**config.mk**
```make
export PLATFORM = sky130hd
export DESIGN_NAME = fwd_hazard_unit
export DESIGN_NICKNAME = d
export VERILOG_FILES = /design/src/rtl/fwd_hazard_unit.sv
export SDC_FILE = /design/constraint.sdc
export NUM_CORES = 1
export LEC_CHECK = 0
export CORE_ASPECT_RATIO = 1.1
export CORE_MARGIN = 2
export CORE_UTILIZATION = 50
export DETAILED_ROUTE_END_ITERATION = 6
export PLACE_DENSITY = 0.84
export SLEW_MARGIN = 40
export SYNTH_ARGS = -nofsm -noshare
export SYNTH_HDL_FRONTEND = slang
export SYNTH_SLANG_ARGS = --single-unit
```
**constraint.sdc**
```tcl
create_clock -name clk -period 2.27 [get_ports clk]
set_clock_uncertainty 0.15 [all_clocks]
set_input_delay 0.454 -clock clk [delete_from_list [all_inputs] [get_ports clk]]
set_output_delay 0.454 -clock clk [all_outputs]
set_load 0.03 [all_outputs]
```
**src/rtl/fwd_hazard_unit.sv**
```systemverilog
// Forwarding-select and load-use stall controller for the 5-stage MIPS pipeline.
// Optional saturating stall counter enabled by defining FWD_STALL_CNT_EN.
module fwd_hazard_unit (
  input  logic        clk,
  input  logic        rst_n,
  input  logic        id_valid,
  input  logic [4:0]  id_rs,
  input  logic [4:0]  id_rt,
  input  logic [4:0]  id_rd,
  input  logic        id_reg_write,
  input  logic        id_mem_to_reg,
  input  logic        flush,
  output logic [1:0]  fwd_a_sel,
  output logic [1:0]  fwd_b_sel,
  output logic        stall,
  output logic [15:0] stall_count
);

  localparam int unsigned REG_W = 5;
  localparam int unsigned SEL_W = 2;
  localparam int unsigned CNT_W = 16;

  localparam logic [SEL_W-1:0] SEL_EXMEM = 2'b10;
  localparam logic [SEL_W-1:0] SEL_MEMWB = 2'b01;
  localparam logic [SEL_W-1:0] SEL_RF    = 2'b00;
  localparam logic [REG_W-1:0] REG_ZERO  = REG_W'(0);

  logic [REG_W-1:0] r_ex_rs;
  logic [REG_W-1:0] r_ex_rt;
  logic [REG_W-1:0] r_ex_rd;
  logic             r_ex_wr;
  logic             r_ex_load;
  logic [REG_W-1:0] r_mem_rd;
  logic             r_mem_wr;
  logic [REG_W-1:0] r_wb_rd;
  logic             r_wb_wr;

  logic             w_ex_take;
  logic             w_ex_rd_hit;

  // Pick the newest in-flight producer of src; r0 always reads the register file.
  function automatic logic [SEL_W-1:0] pick_sel(
    input logic [REG_W-1:0] src,
    input logic             mem_wr,
    input logic [REG_W-1:0] mem_rd,
    input logic             wb_wr,
    input logic [REG_W-1:0] wb_rd
  );
    logic [SEL_W-1:0] sel;
    sel = SEL_RF;
    if (src != REG_ZERO) begin
      if (mem_wr && (mem_rd == src)) begin
        sel = SEL_EXMEM;
      end else if (wb_wr && (wb_rd == src)) begin
        sel = SEL_MEMWB;
      end
    end
    return sel;
  endfunction

  always_comb begin
    fwd_a_sel = pick_sel(r_ex_rs, r_mem_wr, r_mem_rd, r_wb_wr, r_wb_rd);
    fwd_b_sel = pick_sel(r_ex_rt, r_mem_wr, r_mem_rd, r_wb_wr, r_wb_rd);
  end

  // Load in EX whose result the ID instruction needs next cycle.
  always_comb begin
    w_ex_rd_hit = (r_ex_rd == id_rs) || (r_ex_rd == id_rt);
    stall       = id_valid && r_ex_load && r_ex_wr && (r_ex_rd != REG_ZERO) && w_ex_rd_hit;
    w_ex_take   = id_valid && !stall && !flush;
  end

  // Pipeline tracking registers; EX gets a bubble unless ID advances cleanly.
  always_ff @(posedge clk or negedge rst_n) begin
    if (!rst_n) begin
      r_ex_rs   <= REG_ZERO;
      r_ex_rt   <= REG_ZERO;
      r_ex_rd   <= REG_ZERO;
      r_ex_wr   <= 1'b0;
      r_ex_load <= 1'b0;
      r_mem_rd  <= REG_ZERO;
      r_mem_wr  <= 1'b0;
      r_wb_rd   <= REG_ZERO;
      r_wb_wr   <= 1'b0;
    end else begin
      r_mem_rd <= r_ex_rd;
      r_mem_wr <= r_ex_wr;
      r_wb_rd  <= r_mem_rd;
      r_wb_wr  <= r_mem_wr;
      if (w_ex_take) begin
        r_ex_rs   <= id_rs;
        r_ex_rt   <= id_rt;
        r_ex_rd   <= id_rd;
        r_ex_wr   <= id_reg_write;
        r_ex_load <= id_mem_to_reg;
      end else begin
        r_ex_rs   <= REG_ZERO;
        r_ex_rt   <= REG_ZERO;
        r_ex_rd   <= REG_ZERO;
        r_ex_wr   <= 1'b0;
        r_ex_load <= 1'b0;
      end
    end
  end

`ifdef FWD_STALL_CNT_EN
  logic [CNT_W-1:0] r_stall_cnt;

  // Saturating count of stall cycles, cleared only by reset.
  always_ff @(posedge clk or negedge rst_n) begin
    if (!rst_n) begin
      r_stall_cnt <= CNT_W'(0);
    end else if (stall && (r_stall_cnt != {CNT_W{1'b1}})) begin
      r_stall_cnt <= r_stall_cnt + CNT_W'(1);
    end
  end

  assign stall_count = r_stall_cnt;
`else
  assign stall_count = CNT_W'(0);
`endif

endmodule

```
==> results of run 1 <==
## layout make-up
| type | count | area [um^2] | area share [%] |
|---|---|---|---|
| tap | 33 | 41.29 | 2.171 |
| clock buffer | 8 | 48.80 | 2.566 |
| timing repair buffer | 43 | 394.1 | 20.72 |
| inverter | 1 | 3.754 | 0.1974 |
| multi-input combinational | 107 | 686.9 | 36.12 |
| sequential | 29 | 726.9 | 38.22 |
## per-stage QoR
step           instances  area [um^2]  power [W]
2_1_floorplan        157         1514  0.0006961
3_3_place_gp         202         1703  0.0007415
3_5_place_dp         202         1703  0.0007491
4_1_cts              219         1843   0.001053
5_1_grt              221         1902   0.001111
6_report             221         1902   0.001049
## power groups by stage
stage	combinational [W]	clock (W)	sequential, W
final	0.000203	0.000287	0.000558
after CTS	0.000195	0.000301	0.000557
after floorplan	0.000133	0	0.000563
after global placement	0.000175	0	0.000566
after global routing	0.000219	0.000331	0.000561
after detailed placement	0.000181	0	0.000568
## cell families (layout without fill, tap and decap cells)
logic type	after synthesis	in the layout	share of synthesized area [%]
buffers and inverters	21	52	10.26
AOI/OAI and AO/OA	21	21	8.708
and+or+nand+nor	41	41	13.28
xor gates and xnor gates	29	29	17.50
other	1	16	0.2584
DFF	29	29	50.00
## sequential cells by signal, summed over array words and instances (netlist names), 5 cells and up
register and cells:
r_ex_rd 5, r_ex_rs 5, r_ex_rt 5, r_mem_rd 5, r_wb_rd 5
## cell usage after synthesis, drive strengths merged
| library cell | number |
|---|---|
| dfrtp | 29 |
| and3 | 1 |
| and2 | 1 |
| a21boi | 1 |
| nor4 | 3 |
| nand3 | 5 |
| xor2 | 11 |
| xnor2 | 18 |
| buf | 19 |
| a21oi | 19 |
| nor2b | 1 |
| nand4 | 1 |
| nand2 | 20 |
| nor2 | 3 |
| nor4b | 1 |
| conb | 1 |
| o22ai | 1 |
| nor3 | 4 |
| clkbuf | 1 |
| or4 | 1 |
| inv | 1 |
## worst max-delay path by stage
| stage | start | to | slack [ps] | cells past startpoint |
|---|---|---|---|---|
| floorplan | r_ex_rs[2] | fwd_a_sel[1] | 190 | 4 |
| global placement | r_ex_rt[1] | fwd_b_sel[0] | -50 | 4 |
| detailed placement | r_mem_rd[1] | fwd_b_sel[0] | -120 | 5 |
| CTS | r_mem_rd[2] | fwd_a_sel[1] | -100 | 6 |
| global route | r_ex_rs[1] | fwd_a_sel[0] | -210 | 6 |
| finish | r_mem_rd[1] | fwd_a_sel[1] | -100 | 5 |
## worst max-delay path, stage by stage, from the launching register on
cell and delay, ps:
dfrtp_1 430, xor2_1 160, nor4_1 320, and3_1 230
a21boi_2 170, buf_6 140
## per-layer routing
metal | track usage (%) | routed length (um) | up-vias
met3 | 9.168 | 184 | 13
met5 | 0 | 0 | -
met4 | 12.20 | 131 | 0
met1 | 19.03 | 1146 | 519
met2 | 38.27 | 1718 | 44
li1 | - | - | 526
## repair_timing
action                                  in CTS  in global routing
endpoints found under the setup margin       5                  5
pin swaps                                   12                  9
resized for setup                           22                 11
hold buffers                                 0                  0
setup buffers                                9                  2
==> impl_metrics.env, run 1 <==
export IMPL_cts_max_level=2
export IMPL_grt_pass1_vias=1104
export IMPL_p_switching_w=0.0003002
export IMPL_ys_ff_latch=29
export IMPL_p_comb_share_pct=19.4
export IMPL_crit_fanout=3
export IMPL_start_util_pct=52.25
export IMPL_worst_setup_path_type="reg -> out"
export IMPL_vias_per_cell=4.986
export IMPL_hold_start="id_rt[2]"
export IMPL_layout_commonest_cell="dfrtp_1"
export IMPL_final_nets=208
export IMPL_wirelength_um=3182
export IMPL_clkSlewWorstSetupHoldPaths_ps=80
export IMPL_grt_first_pass_wirelength_um=4954
export IMPL_antenna_found_initial=0
export IMPL_grt_max_degree=30
export IMPL_worstSetupEndpointType="output port"
export IMPL_grt_total_usage_pct=20.62
export IMPL_holdPathStages=3
export IMPL_crit_path_start_kind="register"
export IMPL_synthDistinctLibCells=24
export IMPL_vdd_ir_drop_max_mv=0.4112
export IMPL_dieArea_um2=3350
export IMPL_dp_slack_ps=-122.5
export IMPL_sw_frac_of_total_pct=28.62
export IMPL_tns_ps=-186.6
export IMPL_synthesis_area_um2=1451
export IMPL_arrival_ps=1770
export IMPL_cts_root_buf="clkbuf_4"
export IMPL_die_h_um=60.51
export IMPL_synthTopCellsByArea="dfrtp_1 (50%), xnor2_1 (11%), buf_4 (8.3%)"
export IMPL_r2r_cells=6
export IMPL_r2r_setup_slack_ps=610
export IMPL_min_to="r_ex_rt[2]"
export IMPL_fin_crit_ps=2373
export IMPL_dp_hpwl_um=2199
export IMPL_drt_initial_drc_count=16
export IMPL_seq_area_frac_synth_pct=50.00
export IMPL_p_leak_nw=0.9522
export IMPL_outcome="finished with violations"
export IMPL_holdWs_ps=242.7
export IMPL_numCtsBuffers=5
export IMPL_setup_ws_ps=-103.5
export IMPL_final_util_pct=68.47
export IMPL_avgSynthCellArea_um2=10.22
export IMPL_drt_pass1_iter_count=4
export IMPL_max_freq_mhz=421.3
export IMPL_sequentialPowerShare_pct=53.2
export IMPL_yosys_warnings=0
export IMPL_finalCritPeriodShare_pct=104.6
export IMPL_most_common_layout_cells="dfrtp_1 (28), nand2_1 (20), xnor2_1 (18), a21oi_1 (18), buf_4 (18)"
export IMPL_maxCapViolations=0
export IMPL_cts_tree="built"
export IMPL_grt_overflow=0
export IMPL_wire_per_inst_um=14.40
export IMPL_timing_rr_end="r_ex_rs[0]"
export IMPL_p_per_area_nw_per_um2=551.6
export IMPL_clk_latency_ps=330
export IMPL_syn_inst=142
export IMPL_die_width_um=55.37
export IMPL_cts_sinks=29
export IMPL_num_rows=20
export IMPL_ioPinCount=42
export IMPL_synth_top_area_share_pct=50.00
export IMPL_p_int_w=0.0007488
export IMPL_setup_viol=3
export IMPL_drive_gt1_share_pct=21.28
export IMPL_route_detailed_drc=0
export IMPL_hold_viol_final=0
export IMPL_ant_nets=0
export IMPL_clockPowerShare_pct=27.4
export IMPL_hp_class="in -> reg"
export IMPL_cts_buffer_depth=2
export IMPL_fillers=218
export IMPL_place_gp_congestion=0.8282
export IMPL_rsz0062_at_grt="true"
export IMPL_io_buffers=25
export IMPL_critical_path_required_ps=1670
export IMPL_synth_top_area_cell="dfrtp_1"
export IMPL_vias=1102
export IMPL_core_um2=2778
export IMPL_failed_checks="negative setup slack"
export IMPL_rr_startpoint="r_ex_rd[0]"
export IMPL_area_growth_pct=31.03
export IMPL_slew_violations=0
export IMPL_n_antenna_cell=0
Power figures use the tool's default switching activity.
==> inputs of run 2 (changes only) <==
--- a/config.mk
+++ b/config.mk
@@ -5,9 +5,11 @@
 export SDC_FILE = /design/constraint.sdc
 export NUM_CORES = 1
 export LEC_CHECK = 0
+export ABC_AREA = 1
+export ABC_CLOCK_PERIOD_IN_PS = 2270
 export CORE_ASPECT_RATIO = 1.1
 export CORE_MARGIN = 2
-export CORE_UTILIZATION = 50
+export CORE_UTILIZATION = 51
 export DETAILED_ROUTE_END_ITERATION = 6
 export PLACE_DENSITY = 0.84
 export SLEW_MARGIN = 40
==> run 2 against run 1 <==
The flow now finishes without violations; fmax is 8.9% higher; setup slack better by 190 ps; non-clock buffer count is 15 lower; utilization is 3.5 points lower; combinational power is 15% lower; power is 1.9% lower; hold slack better by 17 ps; global-route usage is 2.8 points lower; clock power is 5% higher; via count is 10% higher; critical path type is now in -> out.
==> impl_metrics.env, run 2 <==
export IMPL_crit_path_start_kind="input pin"
export IMPL_setup_viol=0
export IMPL_yosys_warnings=0
export IMPL_max_freq_mhz=458.6
export IMPL_synth_top_area_share_pct=47.58
export IMPL_seq_area_um2=725.7
export IMPL_grt_overflow=0
export IMPL_synth_most_common_cell="inv_1"
export IMPL_synthDistinctLibCells=18
export IMPL_antenna_found_initial=0
export IMPL_stdcell_count=262
export IMPL_holdPathStages=3
export IMPL_cts_tree="built"
export IMPL_vias=1217
export IMPL_fillers=252
export IMPL_cts_root_buf="clkbuf_4"
export IMPL_drive_gt1_share_pct=9.170
export IMPL_multi_input_comb_area_um2=569.3
export IMPL_cts_sinks=29
export IMPL_most_common_layout_cells="inv_1 (43), nor2_1 (35), nand2_1 (29), dfrtp_1 (29), conb_1 (16)"
export IMPL_ys_dominant_reg_cell="dfrtp_1"
export IMPL_fin_crit_ps=2180
export IMPL_synthesis_area_um2=1525
export IMPL_cpPeakStageDelay_ps=490
export IMPL_clkSlewWorstSetupHoldPaths_ps=80
export IMPL_critical_path_required_ps=1670
export IMPL_drt_pass1_iter_count=4
export IMPL_grt_max_degree=30
export IMPL_critPathSlowestCell="clkdlybuf4s50_1"
export IMPL_synthAdderAreaFrac_pct=0
export IMPL_rsz0062_at_grt="false"
export IMPL_worst_setup_path_type="in -> out"
export IMPL_final_nets=250
export IMPL_cp_num_cells=10
export IMPL_design_area_um2=1822
export IMPL_ant_nets=0
export IMPL_finalCritPeriodShare_pct=96.05
export IMPL_ys_ff_latch=29
export IMPL_synth_top_area_cell="dfrtp_1"
export IMPL_p_per_area_nw_per_um2=564.9
export IMPL_die_width_um=56.14
export IMPL_outcome="finished, final reports clean"
export IMPL_syn_inst=196
export IMPL_synth_common_cells="inv_1 (44), nor2_1 (37), dfrtp_1 (29), nand2_1 (29), buf_4 (16)"
export IMPL_hp_class="in -> reg"
export IMPL_numPlacedInstances=255
export IMPL_grt_pass1_vias=1137
export IMPL_vias_per_cell=4.645
export IMPL_synth_xor_area_share_pct=3.445
export IMPL_core_um2=2803
export IMPL_crit_fanout=2
export IMPL_place_gp_congestion=0.9523
export IMPL_start_util_pct=54.42
export IMPL_synth_compound_area_share_pct=6.399
export IMPL_n_antenna_cell=0
export IMPL_route_detailed_drc=0
export IMPL_synth_top_family_by_area="simple AND/OR/NAND/NOR gates"
export IMPL_synth_mux_area_fraction_pct=0
export IMPL_grt_total_usage_pct=17.83
export IMPL_dp_hpwl_um=2095
export IMPL_vdd_ir_drop_max_mv=0.4949
export IMPL_maxCapViolations=0
export IMPL_wirelength_um=2688
export IMPL_slew_violations=0
export IMPL_area_growth_pct=19.44
export IMPL_grt_first_pass_wirelength_um=4547
export IMPL_synthTopCellsByArea="dfrtp_1 (48%), inv_1 (11%), nor2_1 (9.1%)"
export IMPL_cts_max_level=2
export IMPL_postCtsSetupBuffers=0
export IMPL_placed_area_um2=1762
export IMPL_num_rows=20
export IMPL_layout_commonest_cell="inv_1"
export IMPL_crit_chain="clkdlybuf4s50_1, inv_1, nand2_1, nand2_1, nor2_2, nand3_1, nand2_1, nand2_2, inv_2, buf_6"
export IMPL_wire_per_inst_um=10.26
export IMPL_cts_buffer_depth=2
export IMPL_cp_common_cell="nand2_1"
export IMPL_synthArstFlopShare_pct=100.0
export IMPL_hold_viol_final=0
export IMPL_cpLargestDelayFamily="buffers and inverters"
export IMPL_clk_latency_ps=320
export IMPL_seq_area_frac_synth_pct=47.58
export IMPL_avgSynthCellArea_um2=7.782
export IMPL_drt_initial_drc_count=58
export IMPL_numCtsBuffers=5
export IMPL_r2r_cells=9
export IMPL_path_buf_inv=4
export IMPL_dieArea_um2=3444
export IMPL_die_h_um=61.36
export IMPL_synth_simple_area_share_pct=22.89
export IMPL_cts_hold_buffers=0
export IMPL_arrival_ps=1580
export IMPL_p_leak_nw=1.017
export IMPL_ioPinCount=42
export IMPL_synth_edf_count=0
export IMPL_worstSetupEndpointType="output port"
export IMPL_io_buffers=25
[run 2: cell type report]
cell class	count	area share, %
clock buffer	7	3.022
inverter	44	9.066
multi-input combinational	121	31.25
tap	33	2.266
timing repair buffer	28	14.56
sequential	29	39.84
[run 2: repair_timing]
item	4_1_cts	5_1_grt
hold endpoints to repair	0	0
resized for setup	14	15
setup endpoints to repair	5	5
pin swaps	1	6
[run 2: worst paths after layout]
kind	start	end	slack (ps)
hold / removal	id_rt[2]	r_ex_rt[2]	260
max in group asynchronous	rst_n	r_wb_rd[4]	1360
hold reg to reg	r_ex_wr	r_mem_wr	270
min in group asynchronous	rst_n	r_ex_rd[3]	350
setup reg to reg	r_ex_rd[0]	r_ex_rt[0]	710
setup / recovery	id_rs[4]	stall	90
[run 2: worst reg2reg max path, delay by kind of cell, from the launching register on]
family                 cells  cell delay (ps)
buffers and inverters      1              140
AND/OR/NAND/NOR            8              740
flip-flops                 1              430
[run 2: stage by stage]
| stage | setup slack, ps | utilization, % | power, W | hold WS, ps | setup TNS [ps] |
|---|---|---|---|---|---|
| after floorplan | 281.4 | - | 0.0006923 | 8.409 | 0 |
| after global placement | 18.17 | 62.86 | 0.0007368 | 223.6 | 0 |
| after detailed placement | -17.89 | 62.86 | 0.0007393 | 223.3 | -17.89 |
| after CTS | 7.783 | 65.04 | 0.001045 | 263.9 | 0 |
| after global routing | 2.835 | 65.00 | 0.001094 | 253.2 | 0 |
| final | 89.66 | 65.00 | 0.001029 | 259.6 | 0 |
[run 2: power breakdown]
| part | internal, W | total, W | switching (W) | leakage, nW |
|---|---|---|---|---|
| combinational | 0.0000668 | 0.000173 | 0.000106 | 0.596 |
| sequential | 0.000536 | 0.000555 | 0.0000197 | 0.390 |
| clock | 0.000146 | 0.000301 | 0.000155 | 0.0314 |
| total | 0.000748 | 0.00103 | 0.000281 | 1.02 |
[run 2: layer usage]
layer  global-route usage (%)  vias to the layer above  routed length (um)
met2                    30.42                       53                1376
met1                    20.00                      527                1071
met5                        0                        -                   0
met4                    14.29                        0                  67
li1                         -                      627                   -
met3                    3.571                       10                 173
[run 2: kinds of logic (layout without fill, tap and decap cells)]
kind of cell              Yosys count  after routing
AOI/OAI and AO/OA                  15             15
xor gates and xnor gates            6              6
buffers and inverters              61             79
DFF                                29             29
other                               1             16
and+or+nand+nor                    84             84
==> RTL edit: new RTL, settings of run 1 <==
The option `FWD_STALL_CNT_EN` is turned on by a define.
--- a/src/rtl/fwd_hazard_unit.sv
+++ b/src/rtl/fwd_hazard_unit.sv
@@ -1,4 +1,6 @@
 // Forwarding-select and load-use stall controller for the 5-stage MIPS pipeline.
 // Optional saturating stall counter enabled by defining FWD_STALL_CNT_EN.
+`define FWD_STALL_CNT_EN
+
 module fwd_hazard_unit (
   input  logic        clk,
Formal check against the unedited RTL: not equivalent (Yosys sat finds a counterexample within 4 cycles, from zero or initial values and one cycle with rst_n low).
==> RTL edit against run 1 <==
- the run still ends with setup timing left
- sequential cell count rose by 16
- via count rose by 33%
- cell area rose by 51%
- largest cell class unchanged
- combinational power fell by 12%
- critical path depth did not move
- setup slack got worse by 0.019 ns
- count of clock-buffer cells in the layout fell by 2
- total power rose by 56%
- routed wire length rose by 28%
- clock power rose by 110%
- sequential power rose by 51%
- register-to-register slack got worse by 0.55 ns
- area after synthesis rose by 43%
==> RTL edit: results (changes against run 1) <==
Depth of the worst register-to-register path: 7 (+1). The pin count of the biggest net entering global routing was 22 (-27%). The met2 track demand over resource in global routing came out at 29.7% (-8.6 points). The type of the tightest min-delay check was reg -> reg. The tools report the minimum setup slack in the final design as -0.122 ns (-0.0188 ns).

The critical path ends at stall. The run gives 2940 um (+34%) as the HPWL reported at the end of detailed placement. The logs give 0.914 (+10%) for the last weighted congestion value of the routability-driven placer and 27 (+13%) for the number of different library cells in the post-synthesis netlist. The run gives 991 sq um (+44%) as the area occupied by multi-input gates.

The tools report the worst setup path startpoint as r_ex_rd[4]$_DFF_PN0_. The endpoint arrival time on the critical path is 1.79 ns (+0.02 ns), and the wire length on met1 is 1820 um (+59%). Met3 routing resource usage after global routing: 3.30% (-5.9 points). The flow ran to the end, but the final reports show violations. The run gives 54.3% (+4.3 points) as the sequential area share after synthesis. Cell area after synthesis: 2070 sq um (+43%). The tools report the count of endpoints failing setup in the final report as 1 (-2).

Total global-route track usage: 18.3% (-2.4 points). The cell total after placement came out at 278 (+38%). The fraction of final layout cells with drive strength greater than 1 came out at 26.0% (+4.8 points).

For the global-route wire length before repair, the log shows 6530 um (+32%). The biggest cell delay along the critical path is 0.56 ns (+0.13 ns), and the top fanout value on the critical path is 2 (-1). The maximum ir drop on the vdd rail came out at 441 uV (+7.3%). Critical path's slowest cell: sky130_fd_sc_hd__or4_4. Met2 routed wirelength: 2070 um (+20%). The checks that failed: setup timing. The routed wire length on met3 is 126 um (-32%). The synthesized area per cell is 11.9 sq um (+16%), and the latest clock arrival within the worst-skew pair is 0.28 ns (-0.05 ns). The fill cell instance count of the final layout was 301 (+38%); the via density per instance was 5.00 (+0.34%). The initial detailed-routing violation count came out at 61 (+45). The number of port buffers works out to 41 (+64%).

The tools report the total number of vias as 1471 (+33%). In the synthesized netlist, the cells that appear most often are sky130_fd_sc_hd__dfrtp_1 (45), sky130_fd_sc_hd__xnor2_1 (35), sky130_fd_sc_hd__and2_2 (15). The register-to-register path setup slack was 0.06 ns (-0.55 ns).
[RTL edit: changes by cell type in the layout (fill, tap and decap cells not counted), moves of 9 or more]
cell / change
sky130_fd_sc_hd__nand2_1: -12
sky130_fd_sc_hd__xnor2_1: +16
sky130_fd_sc_hd__clkdlybuf4s50_1: +25
sky130_fd_sc_hd__dfrtp_1: +17
sky130_fd_sc_hd__a21oi_1: -16
sky130_fd_sc_hd__and2_2: +14
sky130_fd_sc_hd__conb_1: -16
sky130_fd_sc_hd__nand4_1: +9
[RTL edit: cell type report]
type                    instances  area share (%)
clock inverters                 2            1.30
repair buffers                 62            19.9
clock buffers                   6            2.87
multi-input cells             126            34.4
inverters                       1           0.130
flip-flops and latches         45            39.1
well taps                      52            2.26
[RTL edit: worst max-delay path, delay by kind of cell, from the launching register on]
| family | cells | cell delay (ns) |
|---|---|---|
| and+or+nand+nor | 2 | 0.72 |
| DFF | 1 | 0.38 |
| AOI/OAI and AO/OA | 1 | 0.22 |
| buffers and inverters | 2 | 0.19 |
[RTL edit: power by group]
group / leakage (uW) / switching (uW) / internal [uW]
registers: 0.000614 / 23.0 / 821
clock network: 0.0000574 / 253 / 358
logic: 0.000608 / 76.5 / 101
total: 0.00128 / 352 / 1280
[RTL edit: timing repair]
action	in CTS	in global routing
pin swaps	2	7
endpoints found under the hold margin	19	0
buffers inserted	3	4
setup endpoints to repair	3	23
resized for setup	15	12
hold buffers	1	0
[RTL edit: cell families (layout without fill, tap and decap cells)]
kind of cell	count (synthesis)	in the layout	share of synthesized area [%]
simple gates	74	74	21.8
flops	45	45	54.3
xor+xnor	43	43	18.2
compound gates	6	6	2.90
buf+inv	4	71	1.21
mux	2	2	1.09
fa+ha+maj	1	1	0.603
